--- config.mk ---
export PLATFORM = sky130hd
export DESIGN_NAME = canvas_stream_out
export DESIGN_NICKNAME = d
export VERILOG_FILES = /design/src/rtl/canvas_stream_out.sv
export SDC_FILE = /design/constraint.sdc
export NUM_CORES = 1
export LEC_CHECK = 0
export ABC_AREA = 1
export CORE_ASPECT_RATIO = 1.25
export CORE_MARGIN = 1
export CORE_UTILIZATION = 24
export CTS_BUF_LIST = sky130_fd_sc_hd__clkbuf_4 sky130_fd_sc_hd__clkbuf_8
export DETAILED_ROUTE_END_ITERATION = 7
export PLACE_DENSITY = 0.51
export SLEW_MARGIN = 20
export SYNTH_ARGS = -nofsm -noshare
export SYNTH_HDL_FRONTEND = slang
export SYNTH_SLANG_ARGS = --single-unit
--- constraint.sdc ---
create_clock -name CLOCK_50 -period 1.9 [get_ports CLOCK_50]
set_clock_uncertainty 0.15 [all_clocks]
set_input_delay 0.38 -clock CLOCK_50 [delete_from_list [all_inputs] [get_ports CLOCK_50]]
set_output_delay 0.38 -clock CLOCK_50 [all_outputs]
set_load 0.02 [all_outputs]
--- src/rtl/canvas_stream_out.sv ---
// Streams the 28x28 one-bit drawing canvas to the NN input layer over valid/ready,
// expanding each cell to an activation and collecting set-pixel count and bounding box.
module canvas_stream_out #(
   parameter int unsigned GRID_SIZE = 28,
   parameter int unsigned DATA_W    = 8,
   parameter logic [DATA_W-1:0] ON_VALUE = DATA_W'(255)
) (
   input  logic              CLOCK_50,
   input  logic              reset,
   input  logic              start,
   output logic [9:0]        mem_addr,
   input  logic              mem_rdata,
   output logic              out_valid,
   input  logic              out_ready,
   output logic [DATA_W-1:0] out_data,
   output logic [9:0]        out_index,
   output logic              out_last,
   output logic              busy,
   output logic              done,
   output logic [9:0]        pixel_count,
   output logic              bbox_valid,
   output logic [4:0]        bbox_min_x,
   output logic [4:0]        bbox_max_x,
   output logic [4:0]        bbox_min_y,
   output logic [4:0]        bbox_max_y
);

   localparam int unsigned PIXEL_COUNT = GRID_SIZE * GRID_SIZE;
   localparam logic [9:0]  LAST_IDX    = 10'(PIXEL_COUNT - 1);
   localparam logic [4:0]  LAST_COL    = 5'(GRID_SIZE - 1);

   typedef enum logic [2:0] {S_IDLE, S_FETCH, S_CAPTURE, S_SEND, S_FINISH} state_t;

   state_t            state, state_next;
   logic [9:0]        idx, idx_next;
   logic [4:0]        col, col_next, row, row_next;
   logic [9:0]        mem_addr_next, out_index_next, pixel_count_next;
   logic [DATA_W-1:0] out_data_next;
   logic              out_last_next, busy_next, bbox_valid_next;
   logic [4:0]        bbox_min_x_next, bbox_max_x_next, bbox_min_y_next, bbox_max_y_next;

   // Handshake flags are pure state decodes so they never see an input combinationally
   assign out_valid = (state == S_SEND);
   assign done      = (state == S_FINISH);

   always_ff @(posedge CLOCK_50) begin
      if (reset) begin
         state       <= S_IDLE;
         idx         <= '0;
         col         <= '0;
         row         <= '0;
         mem_addr    <= '0;
         out_data    <= '0;
         out_index   <= '0;
         out_last    <= 1'b0;
         busy        <= 1'b0;
         pixel_count <= '0;
         bbox_valid  <= 1'b0;
         bbox_min_x  <= '0;
         bbox_max_x  <= '0;
         bbox_min_y  <= '0;
         bbox_max_y  <= '0;
      end else begin
         state       <= state_next;
         idx         <= idx_next;
         col         <= col_next;
         row         <= row_next;
         mem_addr    <= mem_addr_next;
         out_data    <= out_data_next;
         out_index   <= out_index_next;
         out_last    <= out_last_next;
         busy        <= busy_next;
         pixel_count <= pixel_count_next;
         bbox_valid  <= bbox_valid_next;
         bbox_min_x  <= bbox_min_x_next;
         bbox_max_x  <= bbox_max_x_next;
         bbox_min_y  <= bbox_min_y_next;
         bbox_max_y  <= bbox_max_y_next;
      end
   end

   always_comb begin
      state_next       = state;
      idx_next         = idx;
      col_next         = col;
      row_next         = row;
      mem_addr_next    = mem_addr;
      out_data_next    = out_data;
      out_index_next   = out_index;
      out_last_next    = out_last;
      pixel_count_next = pixel_count;
      bbox_valid_next  = bbox_valid;
      bbox_min_x_next  = bbox_min_x;
      bbox_max_x_next  = bbox_max_x;
      bbox_min_y_next  = bbox_min_y;
      bbox_max_y_next  = bbox_max_y;

      case (state)
         S_IDLE: begin
            if (start) begin
               idx_next         = '0;
               col_next         = '0;
               row_next         = '0;
               mem_addr_next    = '0;
               pixel_count_next = '0;
               bbox_valid_next  = 1'b0;
               bbox_min_x_next  = '0;
               bbox_max_x_next  = '0;
               bbox_min_y_next  = '0;
               bbox_max_y_next  = '0;
               state_next       = S_FETCH;
            end
         end
         S_FETCH: state_next = S_CAPTURE;
         S_CAPTURE: begin
            out_data_next  = mem_rdata ? ON_VALUE : '0;
            out_index_next = idx;
            out_last_next  = (idx == LAST_IDX);
            state_next     = S_SEND;
         end
         S_SEND: begin
            if (out_ready) begin
               // col/row still describe the pixel being accepted
               if (out_data != '0) begin
                  pixel_count_next = pixel_count + 10'd1;
                  bbox_valid_next  = 1'b1;
                  if (!bbox_valid) begin
                     bbox_min_x_next = col;
                     bbox_max_x_next = col;
                     bbox_min_y_next = row;
                     bbox_max_y_next = row;
                  end else begin
                     if (col < bbox_min_x) bbox_min_x_next = col;
                     if (col > bbox_max_x) bbox_max_x_next = col;
                     if (row < bbox_min_y) bbox_min_y_next = row;
                     if (row > bbox_max_y) bbox_max_y_next = row;
                  end
               end
               if (out_last) begin
                  state_next = S_FINISH;
               end else begin
                  idx_next      = idx + 10'd1;
                  mem_addr_next = idx + 10'd1;
                  if (col == LAST_COL) begin
                     col_next = '0;
                     row_next = row + 5'd1;
                  end else begin
                     col_next = col + 5'd1;
                  end
                  state_next = S_FETCH;
               end
            end
         end
         S_FINISH: state_next = S_IDLE;
         default:  state_next = S_IDLE;
      endcase

      busy_next = (state_next != S_IDLE);
   end

endmodule

After elaboration in Yosys (flattened, before gate mapping):

Index checks and enable logic that the tools add are counted.

* bits in registers: 74
* bits of input ports: 5
* output and inout bits: 63
* logic and storage cells: 93

* add/sub/neg operators: 4
* $lt $le $gt $ge: 4
* equality and inequality tests: 15
* multiplexer cells: 45
* reduce and logical (&&, ||, !) cells: 11

Operator list (count)
* $mux 5: 23
* $pmux 5 s2: 6
* $mux 10: 5
* $pmux 10 s2: 2
* $reduce_and 5->1: 5
* $add 10x1->10 const B: 2
* $ne 3x2->1 const B: 4
* $pmux 3 s4: 1
* $add 5x1->5 const B: 2
* $eq 10x10->1 const B: 1
* $gt 5x5->1: 2
* $lt 5x5->1: 2
* $mux 3: 3
* $mux 8: 1
* $reduce_and 4->1: 2
* $reduce_bool 8->1: 1
* $eq 3x2->1 const B: 2
* $ne 2x1->1 const B: 3
* $eq 5x5->1 const B: 1
* $ne 2x2->1 const B: 2
* $eq 3x1->1 const B: 1
* $eq 3x3->1 const B: 1
* $logic_not 3->1: 1
* $mux 1: 3
* 3 further kinds: 3

Depth between registers and ports, before layout:

* word-level depth: 6
* mapped depth: 11
* gate-level depth less buffers: 11

Worst setup path before layout:

Ideal clock, no wire load.

* path type: register -> register
* start point: register bbox_max_y[4]
* end point: register bbox_max_y[0]
* library setup time: 0.115 ns
* arrival: 1.422 ns
* required time: 1.635 ns
* path slack: 0.213 ns
* cell stages (with the launch flop): 12
* buffers on the path: 0
* clock period less this slack: 1.687 ns
* cell sequence: dfxtp_1 -> inv_1 -> ha_1 -> nand2_1 -> nor2_1 -> nand2_1 -> nand3_1 -> nand2_1 -> nand2_2 -> nand3_1 -> nand2_1 -> nor2_1

* longest elaborated chain between the ends: 3

RTL lines
* from (decl): RTL line 25 `output logic [4:0] bbox_max_y`
* from (signal assigned): RTL line 78 `bbox_max_y <= bbox_max_y_next;`
* $gt 5x5->1: RTL line 136 `if (row > bbox_max_y) bbox_max_y_next = row;`
* $ne 3x2->1 (no source line)
* $reduce_and 5->1 (no source line)

No other way between the ends.
A chain may end at the register's enable or synchronous reset.

Worst setup path after layout:

* start point: register bbox_valid
* end point: output port bbox_valid

RTL lines
* from (decl): RTL line 21 `output logic bbox_valid,`
* from (signal assigned): RTL line 74 `bbox_valid <= bbox_valid_next;`

No word-level cell between the ends.

==> results_dict.tcl <==
set metrics [dict create \
    outcome "complete, but fails checks" \
    violations "DRC" \
    regArea_um2 1350 \
    synthTopCellsByCount "nand2_1, dfxtp_1, a21oi_1" \
    async_flop_share 0 \
    grtUsageTotal 0.127 \
    critical_path.cell_chain "clkdlybuf4s50_1" \
    drtIter0Drc 162 \
    ys_ff_latch 67 \
    initial_core_util 0.246 \
    gp_congestion 0.800 \
    wl_um 9550 \
    vias 3496 \
    worst_setup_path_start_kind "flip-flop" \
    yosys.area.top_type_share 0.376 \
    cts_tree "built" \
    p_per_area_nw_per_um2 826 \
    synth_edf_count 0 \
    slew_viol_final 0 \
    dr.pass1.iters 6 \
    cts_root_buf "clkbuf_8" \
    grt_pass1_wl_um 15900 \
    synth_seq_area_share 0.376 \
    fillers 1580 \
    synth_cells 508 \
    dp_hpwl_um 6910 \
    yosys-top-cells-area "dfxtp_1, nand2_1, a21oi_1" \
    crit_path_max_fanout 2 \
    grt_pass1_vias 3405 \
    cp_top_family "buffers and inverters" \
    cts.clk_slew.worst_paths_ps 80 \
    ant_nets 0 \
    fin_ws_ps 51.2 \
    cts.sinks 67 \
    layout-drive-gt1-share 0.0981 \
    maxCapViolations 0 \
    slowest_stage "clkdlybuf4s50_1" \
    syn_to_final_growth_pct 33.2 \
    grt_start_max_net_pins 42 \
    num_rows 49 \
    syn_area_um2 3560 \
    ys_warn_count 0 \
    fin_crit_ps 1850 \
    drt-vias-per-instance 4.55 \
    hold_viol_final 0 \
    fp.dieH_um 138 \
    antenna_found_initial 0 \
    fmax_mhz 541 \
    boundaryPins 68 \
    diodes 0 \
    layout.cells.non_filler 769 \
    nNetsFinal 613 \
    tightest_slew_ps 472 \
    coreArea_um2 14500 \
    grt_overflow 0 \
    ys.flop_type "dfxtp_1" \
    htree_levels 3 \
    cp.arrival_ps 1320 \
    synth_nets 535 \
    worst-path-buf-inv 1 \
    ir_drop_v 0.000369 \
    die_area_um2 15300 \
    hp-class "flip-flop to flip-flop" \
    cts_post_setup_buffers_inserted 0 \
    cts_made_buffers 9 \
    rsz0062_at_grt "no" \
    post-place-ws_ps -128 \
    place_inst 753 \
    setup_viol 0 \
    yosysMostFrequentCell "nand2_1" \
    post-route-period-util 0.973 \
    synth_cell_types 31 \
    tns_ps 0 \
    critPathKind "flip-flop to primary output" \
    worst_ep_required_time_ps 1370 \
    critPathCaptureType "primary output" \
    multi_input_area_um2 1850 \
    clk_path_buf_depth 2 \
    clk_latency_ps 350 \
    synth_largest_area_cell "dfxtp_1" \
    port_buffers 67 \
    dieWidth_um 111 \
    wl_per_cell_um 12.4 \
    whs_ps 321 \
    max_slew_margin 0.685 \
    drc_errors 6 \
    power.leakage_uw 0.00230 \
    synth_area_per_cell_um2 7.02 \
    slowest_delay_ps 630 \
]
## final timing paths
kind | start | to | slack (ps) | cells past startpoint
max | bbox_valid$_SDFFE_PP0P_ | bbox_valid | 50 | 1
min | out_index[0]$_SDFFE_PP0P_ | out_index[0]$_SDFFE_PP0P_ | 320 | 2
max reg2reg | col[2]$_SDFFE_PP0P_ | bbox_min_x[4]$_SDFFE_PP0P_ | 150 | 9
min reg2reg | out_index[0]$_SDFFE_PP0P_ | out_index[0]$_SDFFE_PP0P_ | 320 | 2
## report_power, final
part / internal (uW) / leakage [uW] / switching (uW)
registers: 1490 / 0.000546 / 75.3
clock network: 939 / 0.000124 / 584
logic: 340 / 0.00163 / 491
total: 2770 / 0.00230 / 1150
## final cells by class
type | instances | share of cell area
multi-input cells | 356 | 0.389
flip-flops and latches | 67 | 0.283
repair buffers | 86 | 0.175
inverters | 66 | 0.0527
well taps | 178 | 0.0469
clock buffers | 12 | 0.0321
clock inverters | 4 | 0.0205
## per-layer routing
layer  GRT usage  wire length, um  vias to the layer above
li1            -                -                     1807
met2       0.210             4420                       72
met1       0.153             4490                     1601
met5           0                0                        -
met4      0.0591              215                        0
met3      0.0316              425                       16
## cells by family (layout without fill, tap and decap cells)
logic type / after synthesis / in the layout / synth area share
DFF: 67 / 67 / 0.376
AOI/OAI and AO/OA: 84 / 84 / 0.124
xor gates and xnor gates: 2 / 2 / 0.00491
adders and majority gates: 22 / 22 / 0.0772
buffers and inverters: 85 / 168 / 0.109
and+or+nand+nor: 248 / 248 / 0.309
## through the flow
step                 util  total power [uW]  instance area [um2]
floorplan               -              2150                 3560
global placement    0.310              2440                 4490
detailed placement  0.310              2460                 4490
CTS                 0.325              3960                 4700
global route        0.328              4120                 4750
finish              0.328              3920                 4750
## flip-flops by register name, indices dropped and copies added (netlist names)
| name | count |
|---|---|
| idx | 10 |
| out_index | 10 |
| pixel_count | 10 |
| bbox_max_x | 5 |
| bbox_max_y | 5 |
| bbox_min_x | 5 |
| bbox_min_y | 5 |
| col | 5 |
| row | 5 |
| state | 3 |
| bbox_valid | 1 |
| busy | 1 |
| out_data | 1 |
| out_last | 1 |
## placed cells by master (no fill, tap or decap), types with 4 or more instances in the layout
cell type        count
clkbuf_8            10
inv_1               60
dlymetal6s2s_1      14
nand2_1            119
a21oi_1             62
nor2_1              45
nor3_1               4
dfxtp_1             64
clkdlybuf4s50_1     19
nand2_2              4
ha_1                22
buf_4               17
o21ai_0             18
nand3_1             51
nand4_1             12
dlygate4sd2_1       33
nand2_4              4
## what timing repair did
item	CTS	global route
endpoints found under the hold margin	0	0
resized for setup	37	19
setup endpoints to repair	34	24
hold buffers	0	0
Note: power is estimated with default switching activity, not from simulation.
